File: config.mk
export PLATFORM = sky130hd
export DESIGN_NAME = motor_cmd_scheduler
export DESIGN_NICKNAME = d
export VERILOG_FILES = /design/src/rtl/motor_cmd_scheduler.sv
export SDC_FILE = /design/constraint.sdc
export NUM_CORES = 1
export LEC_CHECK = 0
export BUFFER_PORTS_ARGS = -buffer_cell sky130_fd_sc_hd__buf_2
export CAP_MARGIN = 10
export CORE_ASPECT_RATIO = 0.75
export CORE_MARGIN = 5
export CORE_UTILIZATION = 30
export CTS_CLUSTER_DIAMETER = 60
export CTS_CLUSTER_SIZE = 8
export DETAILED_ROUTE_END_ITERATION = 10
export PLACE_DENSITY = 0.53
export SLEW_MARGIN = 10
export SYNTH_ARGS = -nofsm -noshare
export SYNTH_HDL_FRONTEND = slang
export SYNTH_SLANG_ARGS = --single-unit
File: constraint.sdc
create_clock -name CLK_10MHZ -period 3.78 [get_ports CLK_10MHZ]
set_clock_uncertainty 0.05 [all_clocks]
set_input_delay 0.945 -clock CLK_10MHZ [delete_from_list [all_inputs] [get_ports CLK_10MHZ]]
set_output_delay 0.945 -clock CLK_10MHZ [all_outputs]
set_load 0.05 [all_outputs]
File: src/rtl/motor_cmd_scheduler.sv
// Framed position-delta command parser feeding per-motor shadow registers, and
// a frame-tick dispatcher that walks every motor over a shared delta bus.
//
// state  | meaning
// P_IDLE | hunting for the 0x53 start byte
// P_IDX  | expecting motor index
// P_DHI  | expecting delta high byte
// P_DLO  | expecting delta low byte
// P_CSUM | expecting checksum; commit or discard
// D_IDLE | waiting for frame_tick
// D_RUN  | scanning motor scan_s, one per clock
module motor_cmd_scheduler #(
  parameter int NUM_MOTORS   = 12,
  parameter int DELTA_W      = 16,
  parameter int BYTE_TIMEOUT = 2048
) (
  input  logic                  CLK_10MHZ,
  input  logic                  RESET,
  input  logic                  rx_valid,
  input  logic [7:0]            rx_data,
  input  logic                  frame_tick,
  output logic [NUM_MOTORS-1:0] load_strobe,
  output logic [DELTA_W-1:0]    delta_bus,
  output logic                  cmd_ack,
  output logic                  frame_err,
  output logic                  overrun,
  output logic                  dispatch_busy
);
  localparam int SW = (NUM_MOTORS > 1) ? $clog2(NUM_MOTORS) : 1;
  localparam int TW = (BYTE_TIMEOUT > 1) ? $clog2(BYTE_TIMEOUT) : 1;
  localparam logic [SW-1:0] LAST_S  = SW'(NUM_MOTORS - 1);
  localparam logic [TW-1:0] TO_LAST = TW'(BYTE_TIMEOUT - 1);
  localparam logic [7:0]    NUM_M8  = 8'(NUM_MOTORS);

  typedef enum logic [2:0] {P_IDLE, P_IDX, P_DHI, P_DLO, P_CSUM} p_state_t;
  typedef enum logic {D_IDLE, D_RUN} d_state_t;

  p_state_t              p_state;
  d_state_t              d_state;
  logic [7:0]            idx_q, dhi_q, dlo_q;
  logic [TW-1:0]         to_cnt;
  logic [SW-1:0]         scan_s;
  logic [NUM_MOTORS-1:0] pending;
  logic [DELTA_W-1:0]    shadow [NUM_MOTORS];

  logic                  commit_en, disp_en;
  logic [SW-1:0]         commit_idx, disp_idx;
  logic [NUM_MOTORS-1:0] pend_set, pend_clr;

  always_comb begin
    commit_en  = (p_state == P_CSUM) && rx_valid && (idx_q < NUM_M8) &&
                 (rx_data == (idx_q ^ dhi_q ^ dlo_q));
    commit_idx = idx_q[SW-1:0];
    // Registered outputs lead the scan state: motor 0 is judged on the tick edge itself.
    disp_en    = (d_state == D_IDLE) ? frame_tick : (scan_s != LAST_S);
    disp_idx   = (d_state == D_IDLE) ? '0 : scan_s + 1'b1;
    pend_set   = commit_en ? (NUM_MOTORS'(1) << commit_idx) : '0;
    pend_clr   = disp_en ? (NUM_MOTORS'(1) << disp_idx) : '0;
  end

  always_ff @(posedge CLK_10MHZ) begin
    if (RESET) begin
      p_state   <= P_IDLE;
      idx_q     <= '0;
      dhi_q     <= '0;
      dlo_q     <= '0;
      to_cnt    <= '0;
      cmd_ack   <= 1'b0;
      frame_err <= 1'b0;
    end else begin
      cmd_ack   <= 1'b0;
      frame_err <= 1'b0;
      if (rx_valid)
        to_cnt <= '0;
      else if (p_state != P_IDLE)
        to_cnt <= to_cnt + 1'b1;
      if (rx_valid) begin
        case (p_state)
          P_IDLE: if (rx_data == 8'h53) p_state <= P_IDX;
          P_IDX: begin
            idx_q   <= rx_data;
            p_state <= P_DHI;
          end
          P_DHI: begin
            dhi_q   <= rx_data;
            p_state <= P_DLO;
          end
          P_DLO: begin
            dlo_q   <= rx_data;
            p_state <= P_CSUM;
          end
          P_CSUM: begin
            p_state <= P_IDLE;
            if (commit_en) cmd_ack <= 1'b1;
            else           frame_err <= 1'b1;
          end
          default: p_state <= P_IDLE;
        endcase
      end else if ((p_state != P_IDLE) && (to_cnt == TO_LAST)) begin
        p_state   <= P_IDLE;
        frame_err <= 1'b1;
        to_cnt    <= '0;
      end
    end
  end

  // A commit landing on the motor being dispatched re-arms it: set wins over clear.
  always_ff @(posedge CLK_10MHZ) begin
    if (RESET) begin
      pending <= '0;
      for (int i = 0; i < NUM_MOTORS; i++) shadow[i] <= '0;
    end else begin
      pending <= (pending & ~pend_clr) | pend_set;
      if (commit_en) shadow[commit_idx] <= DELTA_W'({dhi_q, dlo_q});
    end
  end

  always_ff @(posedge CLK_10MHZ) begin
    if (RESET) begin
      d_state       <= D_IDLE;
      scan_s        <= '0;
      load_strobe   <= '0;
      delta_bus     <= '0;
      overrun       <= 1'b0;
      dispatch_busy <= 1'b0;
    end else begin
      overrun     <= 1'b0;
      load_strobe <= '0;
      delta_bus   <= '0;
      if (disp_en && pending[disp_idx]) begin
        load_strobe <= NUM_MOTORS'(1) << disp_idx;
        delta_bus   <= shadow[disp_idx];
      end
      case (d_state)
        D_IDLE: if (frame_tick) begin
          d_state       <= D_RUN;
          scan_s        <= '0;
          dispatch_busy <= 1'b1;
        end
        D_RUN: begin
          overrun <= frame_tick;
          if (scan_s == LAST_S) begin
            d_state       <= D_IDLE;
            dispatch_busy <= 1'b0;
          end else begin
            scan_s <= scan_s + 1'b1;
          end
        end
        default: d_state <= D_IDLE;
      endcase
    end
  end
endmodule

==> summary.md, run 1 <==
| Metric | Value |
|---|---|
| Fin util | `0.357` |
| Status | `finished, final reports clean` |
| Final instance area | `17900 um2` |
| Crit Path Class | `reg2reg` |
| Clock Path Buffers | `3` |
| Worst VDD drop | `about 0.00022 V` |
| Seq/Total Area, Yosys | `0.621` |
| Post_cts resized | `0` |
| # DRC | `0` |
| Vias per inst | `5.33` |
| Worst-path maximum fanout | `24` |
| Nature of the critical path endpoint | `register` |
| Seq cells post-synth | `343` |
| Port Buf Inserts | `43` |
| Die area | `between 50000 and 60000 um2` |
| Max-cap viol count | `0` |
| Cell Area, Synth | `15200 um2` |
| Gr usage total | `0.166` |
| DR vias | `around 11000` |
| Worst-margin pin slew | `946 ps` |
| Placed wire-length estimate | `29900 um` |
| Core Rows | `71` |
| Ys flop type | `edfxtp_1` |
| Post-synth ARST share | `0` |
| Post-CTS Setup Bufs | `0` |
| Internal power | `6.76 mW` |
| Hold Violations, Final | `0` |
| Detailed Route WL | `46600 um` |
| Core footprint | `approximately 50000 um2` |
| Max frequency | `329 MHz` |
| Post-synth EDFFs | `256` |
| Worst endpoint required time | `4140 ps` |
| Tmin final | `3040 ps` |
| Switching Fraction | `0.226` |
| First-pass GRT wire length | `69500 um` |
| Switch Pwr | `1.98 mW` |
| Most frequent cells in the layout | `edfxtp_1, nor3_1, nand2_1` |
| Setup violations, final | `0` |
| H-tree Lvls | `2` |
| # IOs | `44` |
| Count of different cell masters after synthesis | `65` |
| CTS tree | `yes` |
| Initial antenna violation count | `1` |
| Drt pass-1 iters | `8` |
| GP Congestion | `roughly 0.82` |
| Crit path launch type | `register` |
| Grt ovf | `0` |
| WP data arrival | `3400 ps` |
| Synthesized area per cell | `11.7 um2` |
| Die W | `~270 um` |
| # hold bufs at CTS | `0` |
| Synth-to-layout area growth | `17.8%` |
| Layout cells sized above 1 | `0.139` |
| Most common cell after layout, fill and taps aside | `edfxtp_1` |
| Post-Syn Instances | `1297` |
| Power per cell area | `488 nW/um2` |
| Seq pwr share | `0.481` |
| Root Buffer | `clkbuf_16` |
| Largest net degree at the start of global routing | `125` |
| Clk pin slew, worst setup/hold paths | `about 50 ps` |
| Setup repair after global routing missed its margin | `false` |
| Routed len/inst | `approximately 22 um` |
| Starting DRT DRC Count | `1191` |
| Tcrit/Tclk final | `0.804` |
| LEAKAGE | `5.98 nW` |
| Initial Utilization | `0.303` |
| Clk_lat worst skew | `550 ps` |
| Number of CTS-inserted buffers | `48` |
| Slew Viols, Final | `0` |
| Final ANT Viol Nets | `0` |
| Sink Count | `343` |
| Die height | `205 um` |
| Final layout net count | `between 1000 and 1500` |
| Relative slew margins | `0.365` |
| DP Area | `16500 um2` |
| Clock Power Share | `0.454` |
| PnR Total Power | `8.74 mW` |
| Comb pwr share | `0.065` |
| Number of global-route vias before repair | `10600` |
| Hold Crit Class | `reg2reg` |
| Synth warn | `0` |
| Antenna cells | `0` |
## routing by layer
metal  GRT usage  part of all wire
met4      0.0432             0.023
met2       0.236              0.41
met3      0.0507              0.10
met5           0                 0
met1       0.245              0.46
## per-stage QoR
step | TNS, ps | setup WS (ps) | hold WS [ps] | instances
CTS | 0 | 799 | 426 | 2077
global placement | 0 | 534 | 406 | 1991
finish | 0 | 743 | 428 | 2077
detailed placement | 0 | 506 | 415 | 1991
global route | 0 | 599 | 435 | 2077
floorplan | -2150 | -40.8 | 390 | 1360
## registers in the layout, summed over array words and instances (netlist names)
name	flops
dispatch_busy	1
frame_err	1
d_state	1
p_state	3
dlo_q	8
delta_bus	16
overrun	1
idx_q	8
load_strobe	12
to_cnt	11
pending	12
dhi_q	8
shadow	256
cmd_ack	1
scan_s	4
## kinds of logic (layout without fill, tap and decap cells)
family                     count (synthesis)  after routing  share of synthesized area
DFF                                      343            343                      0.621
buffers and inverters                    158            218                     0.0413
and+or+nand+nor                          442            442                      0.144
AOI/OAI and AO/OA                        255            255                      0.125
muxes                                     61             61                     0.0465
xor gates and xnor gates                  35             35                     0.0202
other                                      1             64                   0.000247
adders and majority gates                  2              2                    0.00165
## Yosys cell counts, types with 19 or more instances
library cell	count	area, um2
clkbuf_1	83	312
nand2b_1	26	163
mux2i_1	47	470
buf_2	21	105
dfxtp_1	87	1740
o21ai_0	19	95.1
edfxtp_1	256	7690
a211oi_1	32	240
a21oi_1	54	270
nor2_1	56	210
nor3_1	185	926
inv_1	24	90.1
buf_1	25	93.8
xnor2_1	22	193
nand2_1	97	364
a22o_1	31	272
## path summary, 6_finish.rpt
check        slack, ps  startpoint  cells past startpoint       endpoint
min                430  pending[5]                      2     pending[5]
max                740   scan_s[1]                      7  delta_bus[10]
min reg2reg        430  pending[5]                      2     pending[5]
max reg2reg        740   scan_s[1]                      7  delta_bus[10]
## cell type report
cell class,count,area [um2]
Clock buffer,86,1370
Fill cell,5043,32200
Inverter,27,101
Multi-Input combinational cell,859,5440
Sequential cell,343,9430
Tap cell,657,822
Timing Repair Buffer,105,731
## critical path: stages (launching register included)
cell	delay [ps]
dfxtp_1	340
ha_4	470
buf_4	410
mux2i_1	270
o22ai_1	90
a211oi_1	800
a211oi_1	90
o2bb2a_1	370
## power by group through the flow
stage | Combinational, mW | Clock, mW | Sequential (mW)
finish | 0.571 | 3.96 | 4.20
global placement | 0.564 | 0 | 4.27
global route | 0.608 | 4.23 | 4.21
floorplan | 0.348 | 0 | 4.28
CTS | 0.567 | 4.04 | 4.20
detailed placement | 0.566 | 0 | 4.28
(Power assumes the default switching activity.)
==> run 2, diff against run 1 <==
PLACE_DENSITY = 0.51   (was 0.53)
clock period = 3.12 ns   (was 3.78 ns; I/O delays follow)
==> run 2 against run 1 <==
Compared with the run above:
- sequential cell count unchanged
- setup slack worse by 330 ps
- highest routed layer unchanged
- core utilization up 1.2 points
- clock power up 22%
- non-clock buffer count up 47
- die area unchanged
- register-to-register slack worse by 330 ps
- sequential power up 21%
- critical path depth down 1
- cell count up 2.2%
==> summary.md, run 2 (same netlist as run 1, synthesis figures left out) <==
| Metric | Value |
|---|---|
| Power per cell area | `578 nW/um2 (+18%)` |
| CP max stage delay | `510 ps (-290 ps)` |
| Hold Violations, Final | `0 (unchanged)` |
| Clk pin slew, worst setup/hold paths | `50 ps (about the same)` |
| Post_cts resized | `0 (unchanged)` |
| Worst endpoint required time | `3440 ps (-700 ps)` |
| Worst VDD drop | `0.000327 V (+49%)` |
| Max-cap viol count | `0 (unchanged)` |
| Die area | `55300 um2 (unchanged)` |
| WP data arrival | `3030 ps (-370 ps)` |
| Tcrit/Tclk final | `0.867 (+0.0633)` |
| # DRC | `0 (unchanged)` |
| Grt ovf | `0 (unchanged)` |
| Largest net degree at the start of global routing | `125 (unchanged)` |
| Nature of the critical path endpoint | `register` |
| Gr usage total | `0.168 (+0.00177)` |
| Core Rows | `71 (unchanged)` |
| Largest register by flop count | `shadow` |
| Slew Viols, Final | `0 (unchanged)` |
| GP Congestion | `0.819 (-0.43%)` |
| Relative slew margins | `0.477 (+0.112)` |
| Crit path launch type | `register` |
| Slowest-stage cell, CP | `a222oi_1` |
| # IOs | `44 (unchanged)` |
| Initial Utilization | `0.303 (unchanged)` |
| Post-Layout Cell Count | `2123 (+2.2%)` |
| H-tree Lvls | `2 (unchanged)` |
| Port Buf Inserts | `43 (unchanged)` |
| Root Buffer | `clkbuf_16` |
| First-pass GRT wire length | `70100 um (+0.83%)` |
| CP bufs+invs | `0 (-1)` |
| Placed cells | `2038 (+2.4%)` |
| LEAKAGE | `6.30 nW (+5.3%)` |
| DR vias | `11200 (+1.0%)` |
| Worst-margin pin slew | `779 ps (-167 ps)` |
| Synth-to-layout area growth | `21.7%` |
| Starting DRT DRC Count | `1038 (-13%)` |
| Hold_ws | `426 ps (-1.46 ps)` |
| Tmin final | `2700 ps (-333 ps)` |
| Detailed Route WL | `47500 um (+1.9%)` |
| Antenna cells | `0 (unchanged)` |
| Die height | `205 um (unchanged)` |
| Crit Path Class | `reg2reg` |
| Final layout net count | `1446 (+3.4%)` |
| Routed len/inst | `22.4 um (-0.30%)` |
| Fin util | `0.369 (+0.0118)` |
| Sink Count | `343 (unchanged)` |
| Top Registers | `shadow: 256 flops, delta_bus: 16 flops` |
| Worst-path maximum fanout | `18 (-25%)` |
| Setup violations, final | `0 (unchanged)` |
| Number of flip-flops under the largest register name | `256 (unchanged)` |
| CTS tree | `yes` |
| Hold Crit Class | `reg2reg` |
| Number of CTS-inserted buffers | `49 (+2.1%)` |
| Status | `finished, final reports clean` |
| PnR Total Power | `10.7 mW (+22%)` |
| Vias per inst | `5.27 (-1.2%)` |
| Final ANT Viol Nets | `0 (unchanged)` |
| Setup repair after global routing missed its margin | `false` |
| Placed wire-length estimate | `31100 um (+4.0%)` |
| Drt pass-1 iters | `5 (-3)` |
| Layout cells sized above 1 | `0.168 (+0.0290)` |
| Core footprint | `50100 um2 (unchanged)` |
| Critical path's top delay family | `compound AO/OA/AOI/OAI gates` |
| Die W | `270 um (unchanged)` |
| DP Area | `17100 um2 (+3.6%)` |
| Post-CTS Setup Bufs | `0 (unchanged)` |
| Clk_lat worst skew | `560 ps (about the same)` |
| Most common cell after layout, fill and taps aside | `edfxtp_1` |
| Final instance area | `18500 um2 (+3.3%)` |
| # hold bufs at CTS | `0 (unchanged)` |
| Max frequency | `370 MHz (+12%)` |
| Number of global-route vias before repair | `10800 (+1.7%)` |
| Crit path cell chain | `ha_4 -> nand2b_1 -> nand2_1 -> a222oi_1 -> a211oi_1 -> o2bb2a_1` |
| Clock Path Buffers | `3 (unchanged)` |
| Initial antenna violation count | `0 (-1)` |
| Most frequent cells in the layout | `edfxtp_1, nor3_1, nand2_1` |
run 2: final timing paths:
kind / depth (start not counted) / start / end / slack (ps)
worst max-delay path: 6 / scan_s[1] / delta_bus[10] / 420
worst min-delay path: 2 / pending[5] / pending[5] / 430
worst max register to register: 6 / scan_s[1] / delta_bus[10] / 420
worst min register to register: 2 / pending[5] / pending[5] / 430
run 2: metrics by stage:
| step | setup slack, ps | TNS, ps |
|---|---|---|
| final | 415 | 0 |
| after global routing | 275 | 0 |
| after CTS | 444 | 0 |
| after detailed placement | 107 | 0 |
| after global placement | 106 | 0 |
| after floorplan | -66.9 | -3720 |
run 2: per-layer routing:
layer  share of wire  vias to the layer above  track usage
met1            0.47                     5605        0.249
met4           0.018                        0       0.0382
li1                -                     5123            -
met5               0                        -            0
met2            0.41                      404        0.237
met3           0.097                       57       0.0560
run 2: power by group:
group | internal [mW] | switching (mW)
combinational | 0.305 | 0.457
clock | 2.91 | 1.93
sequential | 5.04 | 0.0521
total | 8.25 | 2.44
run 2: cell type report:
| type | instances | area [um2] |
|---|---|---|
| clock buffers | 83 | 1350 |
| clock inverters | 2 | 13.8 |
| fillers | 4945 | 31600 |
| inverters | 27 | 101 |
| multi-input cells | 859 | 5440 |
| flip-flops and latches | 343 | 9430 |
| well taps | 657 | 822 |
| repair buffers | 152 | 1320 |
run 2: worst min-delay path, cell delays in order, from the launching register on:
cell,delay [ps]
dfxtp_1,300
inv_1,40
o32ai_1,70
==> run 3, diff against run 2 <==
clock period = 3.1 ns   (was 3.12 ns; I/O delays follow)
==> run 3 against run 2 <==
Compared with the run above:
- highest routed layer unchanged
- critical path type unchanged
- clock power rose by 4%
- cell count fell by 0.47%
- global-route usage rose by 0.20 points
- sequential power rose by 0.8%
- power rose by 1.9%
- via count barely moved
- sequential share of layout area rose by 0.087 points
- count of clock-buffer cells in the layout rose by 3
- largest power group unchanged
- combinational power barely moved
- design area fell by 0.17%
- die area did not move
==> summary.md, run 3 (same netlist as run 1, synthesis figures left out) <==
| Metric | Value |
|---|---|
| Status | `finished, final reports clean` |
| Nature of the critical path endpoint | `register` |
| # DRC | `0 (unchanged)` |
| Worst-margin pin slew | `717 ps (-62.5 ps)` |
| Vias per inst | `5.30 (+0.54%)` |
| Crit path cell chain | `ha_4 -> buf_4 -> inv_2 -> buf_4 -> a22o_1 -> a211oi_1 -> a211oi_1 -> o2bb2a_1` |
| Power per cell area | `590 nW/um2 (+2.0%)` |
| Drt pass-1 iters | `5 (unchanged)` |
| Fill cells | `4946 (+0.020%)` |
| # IOs | `44 (unchanged)` |
| Gr usage total | `0.170 (+0.00203)` |
| Clk pin slew, worst setup/hold paths | `60 ps (about the same)` |
| LEAKAGE | `6.26 nW (-0.62%)` |
| Worst-path maximum fanout | `16 (-2)` |
| Max-cap viol count | `0 (unchanged)` |
| Fin util | `0.368 (-0.000624)` |
| Root Buffer | `clkbuf_16` |
| Sink Count | `343 (unchanged)` |
| PnR Total Power | `10.9 mW (+1.9%)` |
| Synth-to-layout area growth | `21.5%` |
| Slew Viols, Final | `0 (unchanged)` |
| Most frequent cells in the layout | `edfxtp_1, nor3_1, nand2_1` |
| Seq pwr share | `0.471 (-0.006)` |
| Total negative slack | `0 ps (unchanged)` |
| Final setup margin | `270 ps (-146 ps)` |
| Final layout net count | `1432 (-0.97%)` |
| Die height | `205 um (unchanged)` |
| CP bufs+invs | `3 (+3)` |
| Largest register by flop count | `shadow` |
| Die area | `55300 um2 (unchanged)` |
| H-tree Lvls | `2 (unchanged)` |
| Internal power | `8.41 mW (+1.9%)` |
| Post_cts resized | `0 (unchanged)` |
| Core Rows | `71 (unchanged)` |
| Hold_ws | `430 ps (+3.33 ps)` |
| GP Congestion | `0.807 (-1.5%)` |
| Crit path launch type | `register` |
| Number of flip-flops under the largest register name | `256 (unchanged)` |
| Detailed Route WL | `48100 um (+1.2%)` |
| Worst VDD drop | `0.000387 V (+18%)` |
| Antenna cells | `0 (unchanged)` |
| Hold Crit Class | `reg2reg` |
| Clk_lat worst skew | `570 ps (about the same)` |
| Setup repair after global routing missed its margin | `false` |
| Slowest-stage cell, CP | `a211oi_1` |
| Top Registers | `shadow: 256 flops, delta_bus: 16 flops` |
| Tcrit/Tclk final | `0.913 (+0.0461)` |
| Clock Power Share | `0.459 (+0.007)` |
| Number of CTS-inserted buffers | `49 (unchanged)` |
| Placed wire-length estimate | `31000 um (-0.49%)` |
| Die W | `270 um (unchanged)` |
| Layout cells sized above 1 | `0.162 (-0.00640)` |
| Relative slew margins | `0.519 (+0.0419)` |
| Initial antenna violation count | `1 (+1)` |
| Placed cells | `2024 (-0.69%)` |
| Comb pwr share | `0.070 (about the same)` |
| CP max stage delay | `560 ps (+50 ps)` |
| Final ANT Viol Nets | `0 (unchanged)` |
| Routed len/inst | `22.8 um (+1.7%)` |
| Max frequency | `353 MHz (-4.4%)` |
| Starting DRT DRC Count | `1082 (+4.2%)` |
| First-pass GRT wire length | `70900 um (+1.1%)` |
| CTS tree | `yes` |
| DP Area | `17000 um2 (-0.54%)` |
| Post-CTS Setup Bufs | `0 (unchanged)` |
| Initial Utilization | `0.303 (unchanged)` |
| Worst endpoint required time | `3440 ps (about the same)` |
| WP data arrival | `3180 ps (+150 ps)` |
| Post-Place Worst Slack | `172 ps (+65.5 ps)` |
| Port Buf Inserts | `43 (unchanged)` |
| Grt ovf | `0 (unchanged)` |
| Hold Violations, Final | `0 (unchanged)` |
| Final instance area | `18500 um2 (-0.17%)` |
| Clock Path Buffers | `3 (unchanged)` |
| Core footprint | `50100 um2 (unchanged)` |
| Switch Pwr | `2.48 mW (+1.7%)` |
| Largest net degree at the start of global routing | `125 (unchanged)` |
| Tmin final | `2830 ps (+126 ps)` |
| DR vias | `11200 (+0.063%)` |
| Most common cell after layout, fill and taps aside | `edfxtp_1` |
| Post-Layout Cell Count | `2113 (-0.47%)` |
| Setup violations, final | `0 (unchanged)` |
| # hold bufs at CTS | `0 (unchanged)` |
| Crit Path Class | `reg2reg` |
| Switching Fraction | `0.228 (-0.000370)` |
| Critical path's top delay family | `compound AO/OA/AOI/OAI gates` |
| Number of global-route vias before repair | `10900 (+0.72%)` |
## run 3: cell count changes in the layout (fill, tap and decap cells not counted), sizes merged
| cell | delta |
|---|---|
| buf | -14 |
| clkinv | -1 |
| clkinvlp | +1 |
| inv | +1 |
| clkbuf | +3 |
## run 3: worst register-to-register path: cells and delay by family, from the launching register on
kind / cells / cell delay (ps)
AOI/OAI and AO/OA: 4 / 1310
adders and majority gates: 1 / 400
buffers and inverters: 3 / 550
DFF: 1 / 340
## run 3: cell type report
class	instances	area (um2)	area share
sequential	343	9430	0.511
multi-input combinational	859	5440	0.295
clock buffer	86	1410	0.0763
timing repair buffer	138	1230	0.0666
tap	657	822	0.0445
inverter	27	101	0.00549
clock inverter	3	21.3	0.00115
## run 3: final timing paths
check	slack, ps	from	to	cells after the start
hold reg to reg	430	pending[5]	pending[5]	2
setup / recovery	270	scan_s[1]	delta_bus[10]	8
hold / removal	430	pending[5]	pending[5]	2
setup reg to reg	270	scan_s[1]	delta_bus[10]	8
## run 3: metal layers
metal	share of wire	GRT usage
met5	0	0
met4	0.016	0.0380
met3	0.087	0.0419
met2	0.42	0.247
met1	0.48	0.255
## run 3: power by group through the flow
stage | combinational, mW | sequential, mW | clock [mW]
final | 0.760 | 5.13 | 5.00
after detailed placement | 0.751 | 5.22 | 0
after global routing | 0.808 | 5.14 | 5.33
after CTS | 0.755 | 5.13 | 5.09
after floorplan | 0.426 | 5.22 | 0
after global placement | 0.750 | 5.21 | 0
